`src/rtl/mmr_irq_ctrl_pkg.sv`:
```
// ============================================================================
// Module      : mmr_config (package)
// Description : Shared MMR offsets, sizes and the interrupt-window decoder.
// Revision    : 1.0 - initial release
// ============================================================================
`default_nettype none

package mmr_config;

    localparam int NGEMQUEUES      = 2;
    localparam int MMR_RANGE_WIDTH = 10;

    localparam logic [MMR_RANGE_WIDTH-1:0] REGOFF_IER_BASE = 10'h100;
    localparam logic [MMR_RANGE_WIDTH-1:0] REGOFF_IDR_BASE = 10'h120;
    localparam logic [MMR_RANGE_WIDTH-1:0] REGOFF_IMR_BASE = 10'h140;
    localparam logic [MMR_RANGE_WIDTH-1:0] REGOFF_ISR_BASE = 10'h160;

    // Each bank spans 32 bytes: 8 word-aligned queue slots.
    localparam logic [MMR_RANGE_WIDTH-1:0] BANK_MASK = 10'h3E0;

    typedef enum logic [2:0] {
        IRQ_IER  = 3'd0,
        IRQ_IDR  = 3'd1,
        IRQ_IMR  = 3'd2,
        IRQ_ISR  = 3'd3,
        IRQ_NONE = 3'd4
    } irq_reg_kind_t;

    typedef struct packed {
        irq_reg_kind_t kind;
        logic [2:0]    queue;
    } irq_decode_t;

    // Queue-count bounds are the caller's job; this only knows the map shape.
    function automatic irq_decode_t regoff_irq_decode(input logic [MMR_RANGE_WIDTH-1:0] addr);
        irq_decode_t                 d;
        logic [MMR_RANGE_WIDTH-1:0]  bank;
        bank    = addr & BANK_MASK;
        d.kind  = IRQ_NONE;
        d.queue = addr[4:2];
        if (addr[1:0] == 2'b00) begin
            if (bank == REGOFF_IER_BASE)      d.kind = IRQ_IER;
            else if (bank == REGOFF_IDR_BASE) d.kind = IRQ_IDR;
            else if (bank == REGOFF_IMR_BASE) d.kind = IRQ_IMR;
            else if (bank == REGOFF_ISR_BASE) d.kind = IRQ_ISR;
        end
        return d;
    endfunction

endpackage

`default_nettype wire

```
`src/rtl/mmr_irq_queue.sv`:
```
// ============================================================================
// Module      : mmr_irq_queue
// Description : IMR/ISR state and registered interrupt line for one queue.
// Revision    : 1.0 - initial release
// ============================================================================
`default_nettype none

module mmr_irq_queue #(
    parameter int NBITS = 32
) (
    input  logic             clock,
    input  logic             reset,
    input  logic             ier_we_i,
    input  logic             idr_we_i,
    input  logic             isr_re_i,
    input  logic [NBITS-1:0] wdata_i,
    input  logic [NBITS-1:0] event_set_i,
    output logic [NBITS-1:0] imr_o,
    output logic [NBITS-1:0] isr_o,
    output logic             irq_o
);

    logic [NBITS-1:0] imr_q, imr_d;
    logic [NBITS-1:0] isr_q, isr_d;
    logic             irq_q, irq_d;

    always_comb begin
        imr_d = imr_q;
        if (ier_we_i) imr_d = imr_d & ~wdata_i;
        if (idr_we_i) imr_d = imr_d | wdata_i;

        // Events are OR-ed after the read clear so a coincident event survives.
        isr_d = isr_q;
        if (isr_re_i) isr_d = '0;
        isr_d = isr_d | event_set_i;

        irq_d = |(isr_d & ~imr_d);
    end

    always_ff @(posedge clock) begin
        if (reset) begin
            imr_q <= '1;
            isr_q <= '0;
            irq_q <= 1'b0;
        end else begin
            imr_q <= imr_d;
            isr_q <= isr_d;
            irq_q <= irq_d;
        end
    end

    assign imr_o = imr_q;
    assign isr_o = isr_q;
    assign irq_o = irq_q;

endmodule

`default_nettype wire

```
`src/rtl/mmr_irq_ctrl.sv`:
```
// ============================================================================
// Module      : mmr_irq_ctrl
// Description : Per-queue IER/IDR/IMR/ISR interrupt controller behind the MMR decoder.
// Revision    : 1.0 - initial release
// ============================================================================
`default_nettype none

module mmr_irq_ctrl
    import mmr_config::*;
#(
    parameter int NQUEUES = NGEMQUEUES,
    parameter int NBITS   = 32
) (
    input  logic                       clock,
    input  logic                       reset,
    input  logic                       mmr_req,
    input  logic                       mmr_we,
    input  logic [MMR_RANGE_WIDTH-1:0] mmr_addr,
    input  logic [NBITS-1:0]           mmr_wdata,
    output logic                       mmr_rvalid,
    output logic [NBITS-1:0]           mmr_rdata,
    output logic                       mmr_err,
    input  logic [NQUEUES*NBITS-1:0]   event_set,
    output logic [NQUEUES-1:0]         irq
);

    irq_decode_t       dec;
    logic              hit;
    logic [NQUEUES-1:0] ier_we, idr_we, isr_re;
    logic [NBITS-1:0]  imr   [NQUEUES];
    logic [NBITS-1:0]  isr   [NQUEUES];
    logic [NBITS-1:0]  rdata_sel;

    logic              rvalid_q;
    logic [NBITS-1:0]  rdata_q;
    logic              err_q;

    always_comb begin
        dec       = regoff_irq_decode(mmr_addr);
        hit       = (dec.kind != IRQ_NONE) && (int'(dec.queue) < NQUEUES);
        ier_we    = '0;
        idr_we    = '0;
        isr_re    = '0;
        rdata_sel = '0;
        for (int q = 0; q < NQUEUES; q++) begin
            if (hit && (int'(dec.queue) == q)) begin
                ier_we[q] = mmr_req &  mmr_we & (dec.kind == IRQ_IER);
                idr_we[q] = mmr_req &  mmr_we & (dec.kind == IRQ_IDR);
                isr_re[q] = mmr_req & ~mmr_we & (dec.kind == IRQ_ISR);
                // IER/IDR read as zero; the ISR value is sampled before any clear.
                if (dec.kind == IRQ_IMR)      rdata_sel = imr[q];
                else if (dec.kind == IRQ_ISR) rdata_sel = isr[q];
            end
        end
    end

    for (genvar g = 0; g < NQUEUES; g++) begin : g_queue
        mmr_irq_queue #(
            .NBITS (NBITS)
        ) u_queue (
            .clock       (clock),
            .reset       (reset),
            .ier_we_i    (ier_we[g]),
            .idr_we_i    (idr_we[g]),
            .isr_re_i    (isr_re[g]),
            .wdata_i     (mmr_wdata),
            .event_set_i (event_set[g*NBITS +: NBITS]),
            .imr_o       (imr[g]),
            .isr_o       (isr[g]),
            .irq_o       (irq[g])
        );
    end

    always_ff @(posedge clock) begin
        if (reset) begin
            rvalid_q <= 1'b0;
            rdata_q  <= '0;
            err_q    <= 1'b0;
        end else begin
            rvalid_q <= mmr_req & ~mmr_we;
            err_q    <= mmr_req & ~hit;
            if (mmr_req && !mmr_we) rdata_q <= rdata_sel;
        end
    end

    assign mmr_rvalid = rvalid_q;
    assign mmr_rdata  = rdata_q;
    assign mmr_err    = err_q;

endmodule

`default_nettype wire
```
`config.mk`:
```
export PLATFORM = sky130hd
export DESIGN_NAME = mmr_irq_ctrl
export DESIGN_NICKNAME = d
export VERILOG_FILES = /design/src/rtl/mmr_irq_ctrl_pkg.sv /design/src/rtl/mmr_irq_queue.sv /design/src/rtl/mmr_irq_ctrl.sv
export SDC_FILE = /design/constraint.sdc
export NUM_CORES = 1
export LEC_CHECK = 0
export CORE_ASPECT_RATIO = 2
export CORE_UTILIZATION = 52
export CTS_CLUSTER_DIAMETER = 200
export DETAILED_ROUTE_END_ITERATION = 10
export PLACE_DENSITY_LB_ADDON = 0.15
export SYNTH_ARGS = -nofsm -noshare
export SYNTH_HDL_FRONTEND = slang
export SYNTH_SLANG_ARGS = --single-unit
```
`constraint.sdc`:
```
create_clock -name clock -period 3.34 [get_ports clock]
set_clock_uncertainty 0.1 [all_clocks]
set_input_delay 0.668 -clock clock [delete_from_list [all_inputs] [get_ports clock]]
set_output_delay 0.668 -clock clock [all_outputs]
set_load 0.01 [all_outputs]
```
-- Word-level counts from Yosys, hierarchy flattened
Index checks and enable logic that the tools add are counted.
- memory bits (writable): 0
- word-level logic and storage cells: 71
- bits in read-only memories: 0
- bits in registers: 164
- output and inout port bits: 36
- memories kept: 0
- latch bits: 0
- bitwise gates (word level): 19
- div/mod/pow operators: 0
- muxes and demuxes: 23
- $mul: 0
- add/subtract/negate cells: 0
- equal/unequal tests: 9
- shift-type cells: 0
- $lt $le $gt $ge: 1
- reductions and logical operators: 10
- operator list (kind ; number):
    2-to-1 mux 32 bit ; 12
    AND 32 bit ; 4
    bitwise OR 32 bit ; 4
    NOT 32 bit ; 3
    OR reduction 32 bit ; 2
    == test 5 x 4 -> 1 bit (second input constant) ; 4
    2-to-1 mux 3 bit ; 5
    == test 3 x 2 -> 1 bit (second input constant) ; 3
    AND 1 bit ; 6
    zero test 3 bit ; 2
    2-to-1 mux 1 bit ; 6
    logical AND 1 bit ; 4
    == test 3 x 1 -> 1 bit (second input constant) ; 1
    less-than comparator 3 x 2 -> 1 bit (second input constant) ; 1
    inequality test 3 bit (second input constant) ; 1
    zero test 2 bit ; 1
    NOT 1 bit ; 2
    zero test 1 bit ; 1

-- Logic depth before layout (Yosys ltp)
- depth in word-level cells: 16
- depth in mapped cells: 9

-- By module
Synthesis repeated with hierarchy kept, for this count alone.
- cell total of the unflattened synthesis: 660
- area, all modules: 6800.3 um^2
- by module, submodules not included (module ; area an instance (um^2) ; times used ; cells each ; sequential area each (um^2)):
    mmr_irq_queue ; 2403.6 ; 2 ; 263 ; 1301.2
    mmr_irq_ctrl ; 1993.2 ; 1 ; 134 ; 680.7

-- Worst setup path after synthesis
OpenSTA, ideal clock, no wires.
- path kind: in2reg
- from: input mmr_addr[1]
- to: register g_queue[1].u_queue.irq_q
- cell stages on the path: 8
- library setup time: 0.140 ns
- setup slack: 0.407 ns
- required time: 3.100 ns
- data arrival time: 2.693 ns
- path through: or4b_1 -> buf_6 -> buf_6 -> or4_1 -> mux2_1 -> o32ai_1 -> nor4_1 -> a41oi_2
- longest elaborated chain between the ends: 12
- ends and longest elaborated chain (element ; line ; text):
    from (decl) ; mmr_irq_ctrl.sv:18 ; input logic [MMR_RANGE_WIDTH-1:0] mmr_addr,
    zero test 2 bit (*) ; mmr_irq_ctrl_pkg.sv:41 ; if (addr[1:0] == 2'b00) begin
    2-to-1 mux 3 bit (*) ; mmr_irq_ctrl_pkg.sv:41 ;
    inequality test 3 bit ; mmr_irq_ctrl.sv:40 ; hit = (dec.kind != IRQ_NONE) && (int'(dec.queue) < NQUEUES);
    logical AND 1 bit ; mmr_irq_ctrl.sv:40 ;
    logical AND 1 bit ; mmr_irq_ctrl.sv:46 ; if (hit && (int'(dec.queue) == q)) begin
    2-to-1 mux 1 bit ; mmr_irq_ctrl.sv:46 ;
    2-to-1 mux 32 bit ; mmr_irq_queue.sv:29 ; if (ier_we_i) imr_d = imr_d & ~wdata_i;
    bitwise OR 32 bit ; mmr_irq_queue.sv:30 ; if (idr_we_i) imr_d = imr_d | wdata_i;
    2-to-1 mux 32 bit ; mmr_irq_queue.sv:30 ;
    NOT 32 bit ; mmr_irq_queue.sv:37 ; irq_d = |(isr_d & ~imr_d);
    AND 32 bit (*) ; mmr_irq_queue.sv:37 ;
    OR reduction 32 bit (*) ; mmr_irq_queue.sv:37 ;
    to (signal assigned) ; mmr_irq_queue.sv:48 ; irq_q <= irq_d;
    to (decl) ; mmr_irq_queue.sv:25 ; logic irq_q, irq_d;
Mark *: on every way between the ends. The rest lies on a longest branch, timed or not.
A chain may end at the register's enable or synchronous reset.

-- Worst setup path in the final report
- from: input mmr_addr[1]
- to: register g_queue[0].u_queue.irq_q
- longest elaborated chain between the ends: 12
- ends and longest elaborated chain (element ; line):
    zero test 2 bit (*) ; mmr_irq_ctrl_pkg.sv:41
    2-to-1 mux 3 bit (*) ; mmr_irq_ctrl_pkg.sv:41
    inequality test 3 bit ; mmr_irq_ctrl.sv:40
    logical AND 1 bit ; mmr_irq_ctrl.sv:40
    logical AND 1 bit ; mmr_irq_ctrl.sv:46
    2-to-1 mux 1 bit ; mmr_irq_ctrl.sv:46
    2-to-1 mux 32 bit ; mmr_irq_queue.sv:29
    bitwise OR 32 bit ; mmr_irq_queue.sv:30
    2-to-1 mux 32 bit ; mmr_irq_queue.sv:30
    NOT 32 bit ; mmr_irq_queue.sv:37
    AND 32 bit (*) ; mmr_irq_queue.sv:37
    OR reduction 32 bit (*) ; mmr_irq_queue.sv:37
    to (signal assigned) ; mmr_irq_queue.sv:48
    to (decl) ; mmr_irq_queue.sv:25
Marked as above.

==> impl_metrics.env <==
export IMPL_outcome="completed"
export IMPL_synthDistinctLibCells=39
export IMPL_vdd_ir_drop_max_mv=0.408
export IMPL_worst_r2r_cell_count=7
export IMPL_fmax_mhz=308
export IMPL_grt_remaining_overflow=0
export IMPL_cp_required_ps=3520
export IMPL_initial_utilization_pct=53.5
export IMPL_die_width_um=88.1
export IMPL_vias=7462
export IMPL_tightest_slew_ps=750
export IMPL_die_area_um2=15400
export IMPL_power_mw=4.53
export IMPL_drt_wl_total_um=26100
export IMPL_p_per_area_nw_per_um2=436
export IMPL_cts_sinks=164
export IMPL_synth_seq_cells=164
export IMPL_setup_viol=0
export IMPL_final_cell_mix="dfxtp_1 (164), clkdlybuf4s50_1 (141), a21oi_1 (97)"
export IMPL_drtPass1Iterations=7
export IMPL_mostFrequentLayoutCell="dfxtp_1"
export IMPL_grt_first_pass_wirelength_um=40100
export IMPL_startpoint="mmr_addr[1]"
export IMPL_finalCritPeriodShare_pct=97.1
export IMPL_clkSlewWorstSetupHoldPaths_ps=60
export IMPL_start_kind="input port"
export IMPL_root_buffer="clkbuf_16"
export IMPL_rr_endpoint="g_queue[0].u_queue.irq_o"
export IMPL_period_minus_slack_ps=3240
export IMPL_antenna_found_initial=0
export IMPL_hpwlAfterDp_um=19800
export IMPL_rsz0062_at_grt="false"
export IMPL_synth_fp_nets=936
export IMPL_ys_seq_area_share_pct=42.5
export IMPL_drtIter0Drc=630
export IMPL_place_area_um2=9780
export IMPL_wl_per_cell_um=21.9
export IMPL_yosys_area_top_type="dfxtp_1"
export IMPL_drc=0
export IMPL_grt_util_all_layers_pct=35.3
export IMPL_h_tree_depth=4
export IMPL_io_pins=146
export IMPL_grt_max_degree=98
export IMPL_critPathCapture="g_queue[0].u_queue.irq_o"
export IMPL_fillers=1129
export IMPL_finalSetupTns_ps=0
export IMPL_nets=1097
export IMPL_gp_congestion=0.982
export IMPL_syn_avg_cell_area_um2=9.34
export IMPL_fin_area_um2=10400
export IMPL_hold_start="mmr_rdata[15]"
export IMPL_yosysTopAreaCellShare_pct=42.5
export IMPL_r2r_slack_ps=1590
export IMPL_maxSlewViolCount=0
export IMPL_max_slew_margin_pct=49.3
export IMPL_io_buffers=145
export IMPL_cts_buffers=17
export IMPL_cts_tree="built"
export IMPL_vias_per_cell=6.26
export IMPL_clock_latency_ps=430
export IMPL_yosysWarnings=0
export IMPL_synth_area_top_cells="dfxtp_1 (43%), mux4_2 (9.0%), a21oi_1 (6.3%)"
export IMPL_num_rows=62
export IMPL_ant_nets=0
export IMPL_die_h_um=174
export IMPL_hp_class="reg2reg"
export IMPL_hold_viol=0
export IMPL_syn_inst=826
export IMPL_drive_gt1_share_pct=19.3
export IMPL_cts_buffer_depth=2
export IMPL_cp_max_fo=13
export IMPL_grt_pass1_vias=7526
export IMPL_crit_arrival_ps=3430
export IMPL_reg2reg_from="g_queue[0].u_queue.imr_o[23]"
export IMPL_end_kind="flip-flop"
export IMPL_syn_area_um2=7720
export IMPL_ctsHoldBuffers=0
export IMPL_area_growth_pct=34.5
export IMPL_leakage_nw=3.87
export IMPL_multiInputGateArea_um2=3980
export IMPL_maxCapViolCount=0
export IMPL_seqCellArea_um2=3280
export IMPL_antenna_cells=0
export IMPL_crit_type="in2reg"
export IMPL_core_um2=14400
-- report_power, final --
part | switching [mW] | internal [mW]
registers | 0.0304 | 2.01
logic | 0.255 | 0.255
clock network | 0.839 | 1.14
-- worst max-delay path: stages --
cell	delay, ps
clkdlybuf4s50_1	420
or4b_1	520
buf_4	200
nor4_4	270
buf_4	270
buf_4	180
and4_1	210
o32ai_1	90
nor4_2	430
a41oi_1	160
-- stage by stage --
stage,std cells,setup slack (ps),util (%),hold WS (ps)
after CTS,1192,119,71.9,355
after global placement,1160,-450,67.8,341
final,1192,95.2,72.0,353
after detailed placement,1160,-461,67.8,346
after floorplan,826,407,-,360
after global routing,1192,9.40,72.0,373
-- layer usage --
metal	part of all wire [%]	global-route usage, %	vias up
li1	-	-	3421
met1	36	39.7	3584
met2	50	59.2	371
met3	6.8	6.84	86
met4	6.8	23.2	0
met5	0	0	-
-- how the worst min path moves through the flow --
stage / depth (start not counted) / slack [ps] / end
6_report: 2 / 350 / mmr_rdata[15]
5_1_grt: 2 / 370 / mmr_rdata[2]
4_1_cts: 2 / 350 / mmr_rdata[29]
3_5_place_dp: 2 / 350 / mmr_rdata[8]
3_3_place_gp: 2 / 340 / mmr_rdata[23]
2_1_floorplan: 2 / 360 / g_queue[0].u_queue.isr_o[31]
-- area by class of cell --
cell class	instances	area share, %
well taps	192	2.31
clock buffers	20	4.30
repair buffers	229	20.8
flip-flops and latches	164	31.6
multi-input cells	541	38.4
clock inverters	12	1.42
inverters	34	1.23
-- cells in the mapped netlist --
library cell,count
a21oi_1,97
a31oi_1,32
a41oi_1,1
a41oi_2,1
and3_1,1
and4_1,32
and4b_1,1
buf_1,6
buf_2,8
buf_4,2
buf_6,2
clkbuf_1,69
dfxtp_1,164
inv_1,34
mux2_1,14
mux2_2,17
mux2_4,2
mux2i_1,1
mux4_2,31
nand2_1,33
nand2b_1,3
nand3_1,32
nand4_1,34
nor2_1,65
nor2b_1,1
nor3_1,1
nor4_1,8
nor4_2,1
nor4_4,1
nor4b_1,1
nor4bb_1,16
o32ai_1,32
o41ai_1,1
or2_1,16
or2_2,16
or3_1,33
or4_1,15
or4_4,1
or4b_1,1
-- flip-flops by register name, indices dropped and copies added (netlist names) --
name and cells:
g_queue.u_queue.irq_o 2, g_queue.u_queue.imr_o 64, mmr_rvalid 1, g_queue.u_queue.isr_o 64
mmr_err 1, mmr_rdata 32
-- cell families after synthesis --
family,synth area share [%]
compound gates,13.0
buf+inv,6.31
flops,42.5
mux,14.1
simple gates,24.1
-- what timing repair did --
item,CTS,global route
gates cloned,0,0
setup endpoints to repair,1,1
gates resized for setup,1,1
setup buffers,0,0
Note: power is estimated with default switching activity, not from simulation.
==> RTL change 1: new RTL, same settings <==
Change the package constant `NGEMQUEUES` from 2 to 4.
--- a/src/rtl/mmr_irq_ctrl_pkg.sv
+++ b/src/rtl/mmr_irq_ctrl_pkg.sv
@@ -9,3 +9,3 @@
 
-    localparam int NGEMQUEUES      = 2;
+    localparam int NGEMQUEUES      = 4;
     localparam int MMR_RANGE_WIDTH = 10;
Interface: changed (resized event_set and irq); port bits go from 146 to 212. No check against the original RTL was run, so the function may have changed too.
==> RTL change 1 against the original RTL <==
  * Global-route usage up 6.6 points
  * Cell area up 75%
  * Final cell count increased by 76%
  * Critical path depth unchanged
  * Power increased by 80%
  * Synthesized area rose by 78%
  * Worst setup slack better by 170 ps
  * Routed wire length increased by 120%
  * Combinational power rose by 80%
  * Sequential cell count is 130 higher
  * Clock power rose by 77%
  * Sequential share of layout area rose by 0.69 points
  * Critical endpoint is now g_queue[2].u_queue.irq_o
  * Highest routed layer unchanged
==> RTL change 1: results (changes against the original RTL) <==
outcome:
  run_status: "completed"  # unchanged
cells_and_area:
  layout-drive-gt1-share_pct: 20.0  # was 19.3%
  num-nets-final: 1912  # was 1097
  fillCellCount: 2038  # was 1129
pwr:
  power.leakage_nw: 6.74  # was 3.87 nW
  p_int_mw: 6.14  # was 3.41 mW
  peakVddDrop_v: 0.000438  # was 0.000408 V
clock_tree:
  clk_latency_ps: 560  # was 430 ps
  htree_levels: 1  # was 4
  cts.path.max_buffers: 3  # was 2
  cts-buffers-inserted: 27  # was 17
  postCtsResizedCells: 0  # was 1
logic_synthesis:
  muxShareOfSynthArea_pct: 15.1  # was 14.1%
  synth_top_cell_by_area: "sky130_fd_sc_hd__dfxtp_1"  # unchanged
  netlist-cell-type-count: 46  # was 39
  netlist_top_cells_count: "294 x sky130_fd_sc_hd__dfxtp_1, 137 x sky130_fd_sc_hd__nand4_1, 130 x sky130_fd_sc_hd__nor2_1"  # was 164 x sky130_fd_sc_hd__dfxtp_1, 97 x sky130_fd_sc_hd__a21oi_1, 69 x sky130_fd_sc_hd__clkbuf_1
  synthCells: 1476  # was 826
  post_synth_main_area_contributors: "sky130_fd_sc_hd__dfxtp_1 43%, sky130_fd_sc_hd__mux2_2 7.5%, sky130_fd_sc_hd__nand4_1 6.2%"  # was sky130_fd_sc_hd__dfxtp_1 43%, sky130_fd_sc_hd__mux4_2 9.0%, sky130_fd_sc_hd__a21oi_1 6.3%
  synth_sequential_area_ratio_pct: 42.8  # was 42.5%
  synth_area_in_compound_gates_pct: 15.7  # was 13.0%
  synth_warnings: 0  # unchanged
  synth_fp_nets: 1650  # was 936
routing:
  routed_via_density: 6.44  # was 6.26
  vias: 13500  # was 7462
  routed_wirelength_mm: 56.3  # was 26.1 mm
  drt_pass1_iterations: 5  # was 7
  detailedRoute.firstIterationViolations: 1475  # was 630
setup_path:
  crit_path_max_fanout: 33  # was 13
  slowest_stage: "sky130_fd_sc_hd__a2bb2oi_1"  # was sky130_fd_sc_hd__or4b_1
  crit_arrival_ps: 3420  # was 3430 ps
  crit_path_max_incr_delay_ps: 470  # was 520 ps
grt:
  wire_length_of_the_first_global_routing_pass_mm: 82.2  # was 40.1 mm
  grt_antenna_before_repair: 1  # was 0
  grtUsageTotal_pct: 41.9  # was 35.3%
  first_global_vias: 13400  # was 7526
  pin_count_of_the_biggest_net_entering_global_routing: 131  # was 98
placement:
  dp.cells: 2049  # was 1160
  place.port_buffers: 211  # was 145
  globalplace.congestion: 1.01  # was 0.982
  detailedPlacementHpwl_mm: 43.3  # was 19.8 mm
sta:
  slew_headroom_pct: 44.0  # was 49.3%
worst_hold_path:
  min_path_type: "input pin to flip-flop"  # was flip-flop to flip-flop
RTL change 1: cell count changes after synthesis, sizes merged, moves of 37 or more:
cell	delta
nor2	+65
nand2b	+91
mux2i	+37
clkbuf	+38
dfxtp	+130
mux2	+60
a22oi	+70
nand4	+103
o22ai	+44
RTL change 1: layer usage:
layer | up-vias | part of all wire (%) | GRT usage, %
met5 | - | 0 | 0
met4 | 0 | 8.7 | 31.3
met3 | 200 | 8.5 | 5.53
met2 | 869 | 47 | 68.0
met1 | 6474 | 36 | 49.7
li1 | 5983 | - | -
RTL change 1: final cells by class:
type | count | area share, %
inverters | 3 | 0.0756
flip-flops and latches | 294 | 32.3
repair buffers | 381 | 20.1
multi-input cells | 1031 | 39.7
diodes | 1 | 0.0137
well taps | 340 | 2.34
clock inverters | 12 | 1.10
clock buffers | 38 | 4.38
RTL change 1: metrics by stage:
stage               setup WS (ps)  area, um2
detailed placement           -218      17200
floorplan                     624      13700
CTS                           341      18200
finish                        269      18200
global placement             -252      17200
global route                  208      18200
RTL change 1: path summary, 6_finish.rpt:
check                                    from                     endpoint  slack [ps]  cells after the start
setup / recovery                  mmr_addr[1]     g_queue[2].u_queue.irq_o         270                     10
setup reg to reg  g_queue[2].u_queue.imr_o[4]     g_queue[2].u_queue.irq_o        1530                      4
hold / removal                          reset  g_queue[0].u_queue.isr_o[0]         240                      2
hold reg to reg                 mmr_rdata[30]                mmr_rdata[30]         370                      2
RTL change 1: worst max-delay path, delay by kind of cell:
kind                   cells  cell delay (ps)
AOI/OAI and AO/OA          2              810
muxes                      1              180
and+or+nand+nor            3              670
buffers and inverters      4             1060
RTL change 1: power groups by stage:
stage	Sequential [mW]	Clock, mW	Combinational [mW]
finish	3.74	3.50	0.915
global route	3.74	3.63	0.966
CTS	3.73	3.49	0.902
detailed placement	3.81	0	0.898
global placement	3.81	0	0.891
floorplan	3.78	0	0.368
RTL change 1: logic make-up (layout without fill, tap and decap cells):
logic type | Yosys count | count (layout)
AND/OR/NAND/NOR | 541 | 541
AO/OA/AOI/OAI | 330 | 330
flip-flops | 294 | 294
multiplexers | 160 | 160
buffers and inverters | 151 | 434
other | 0 | 1
==> RTL change 2: new RTL, config.mk and constraints unchanged <==
Made on the original files. The output `mmr_err` loses its register stage (`err_q` becomes a continuous assignment).
--- a/src/rtl/mmr_irq_ctrl.sv
+++ b/src/rtl/mmr_irq_ctrl.sv
@@ -77,6 +77,4 @@
             rdata_q  <= '0;
-            err_q    <= 1'b0;
         end else begin
             rvalid_q <= mmr_req & ~mmr_we;
-            err_q    <= mmr_req & ~hit;
             if (mmr_req && !mmr_we) rdata_q <= rdata_sel;
@@ -84,2 +82,4 @@
     end
+
+    assign err_q = mmr_req & ~hit;
 
Function: changed (Yosys sat finds a counterexample within 4 cycles, from zero or initial values and one cycle with reset high).
==> RTL change 2 against the original RTL <==
  * Routed wire length down 3.4%
  * Synthesized area decreased by 3.1%
  * Power is 3.5% lower
  * Synthesized cell count down 6.5%
  * Worst setup slack got worse by 33 ps
  * Final cell count is 6.0% lower
  * Clock power is 6% lower
  * First-iteration DRC count fell by 12%
  * Fmax decreased by 1.0%
  * Sequential cell count fell by 1
  * Register-to-register slack lost 60 ps
  * Cell area fell by 4.3%
  * Largest power group unchanged
==> RTL change 2: results (changes against the original RTL) <==
logic_synthesis:
  netlist-cell-type-count: 38  # was 39
  synth_sequential_area_ratio_pct: 43.6  # was 42.5%
  post_synth.cell_area_avg_um2: 9.69  # was 9.34 um2
  post_synth_main_area_contributors: "sky130_fd_sc_hd__dfxtp_1 44%, sky130_fd_sc_hd__mux4_2 9.3%, sky130_fd_sc_hd__mux2_2 4.8%"  # was sky130_fd_sc_hd__dfxtp_1 43%, sky130_fd_sc_hd__mux4_2 9.0%, sky130_fd_sc_hd__a21oi_1 6.3%
  muxShareOfSynthArea_pct: 14.3  # was 14.1%
setup_path:
  crit_path_end: "mmr_err"  # was g_queue[0].u_queue.irq_o
  slack_of_the_worst_reg_to_reg_path_ps: 1530  # was 1590 ps
  worstSetupStartpoint: "mmr_addr[3]"  # was mmr_addr[1]
  crit_family: "buffers and inverters"  # was simple AND/OR/NAND/NOR gates
  slowest_stage: "sky130_fd_sc_hd__clkdlybuf4s50_1"  # was sky130_fd_sc_hd__or4b_1
  reg2reg_depth: 6  # was 7
  worstReg2RegStart: "g_queue[0].u_queue.isr_o[19]"  # was g_queue[0].u_queue.imr_o[23]
grt:
  use_met1_pct: 40.6  # was 39.7%
  grtUsageTotal_pct: 35.2  # was 35.3%
  global_route.usage.met3_pct: 5.52  # was 6.84%
  pin_count_of_the_biggest_net_entering_global_routing: 83  # was 98
  first_global_vias: 7286  # was 7526
sta:
  fin_hold_ws_ps: 413  # was 353 ps
cells_and_area:
  layout-drive-gt1-share_pct: 20.5  # was 19.3%
routing:
  wl_met3_mm: 1.72  # was 1.77 mm
  drt_pass1_iterations: 5  # was 7
  routed_via_density: 6.31  # was 6.26
  m1WireLength_mm: 9.15  # was 9.39 mm
pwr:
  peakVddDrop_v: 0.000340  # was 0.000408 V
  power.leakage_nw: 3.48  # was 3.87 nW
placement:
  globalplace.congestion: 0.938  # was 0.982
worst_hold_path:
  timing.hold.worst.start: "g_queue[0].u_queue.isr_o[23]"  # was mmr_rdata[15]
outcome:
  run_status: "completed"  # unchanged
clock_tree:
  postCtsResizedCells: 0  # was 1
==> RTL change 2: changes by cell type after synthesis, sizes merged, moves of 10 or more <==
cell,delta
nand3,-32
a21oi,-35
a31oi,-31
a22oi,+31
and4,-32
or4,-15
nor3,+31
nor2,+29
inv,-32
nand2,-10
and4b,+15
clkbuf,-11
o21a,+31
==> RTL change 2: power by group through the flow <==
| stage | Clock [mW] | Sequential (mW) | Combinational (mW) |
|---|---|---|---|
| 2_1_floorplan | 0 | 2.06 | 0.223 |
| 3_3_place_gp | 0 | 2.07 | 0.466 |
| 3_5_place_dp | 0 | 2.08 | 0.472 |
| 4_1_cts | 1.87 | 2.03 | 0.474 |
| 5_1_grt | 1.95 | 2.04 | 0.506 |
| 6_report | 1.86 | 2.03 | 0.479 |
==> RTL change 2: final cells by class <==
type	count	area, um2
well taps	189	236
fillers	1073	4030
repair buffers	206	1980
clock buffers	19	433
multi-input cells	529	3890
inverters	2	7.51
clock inverters	13	123
flip-flops and latches	163	3260
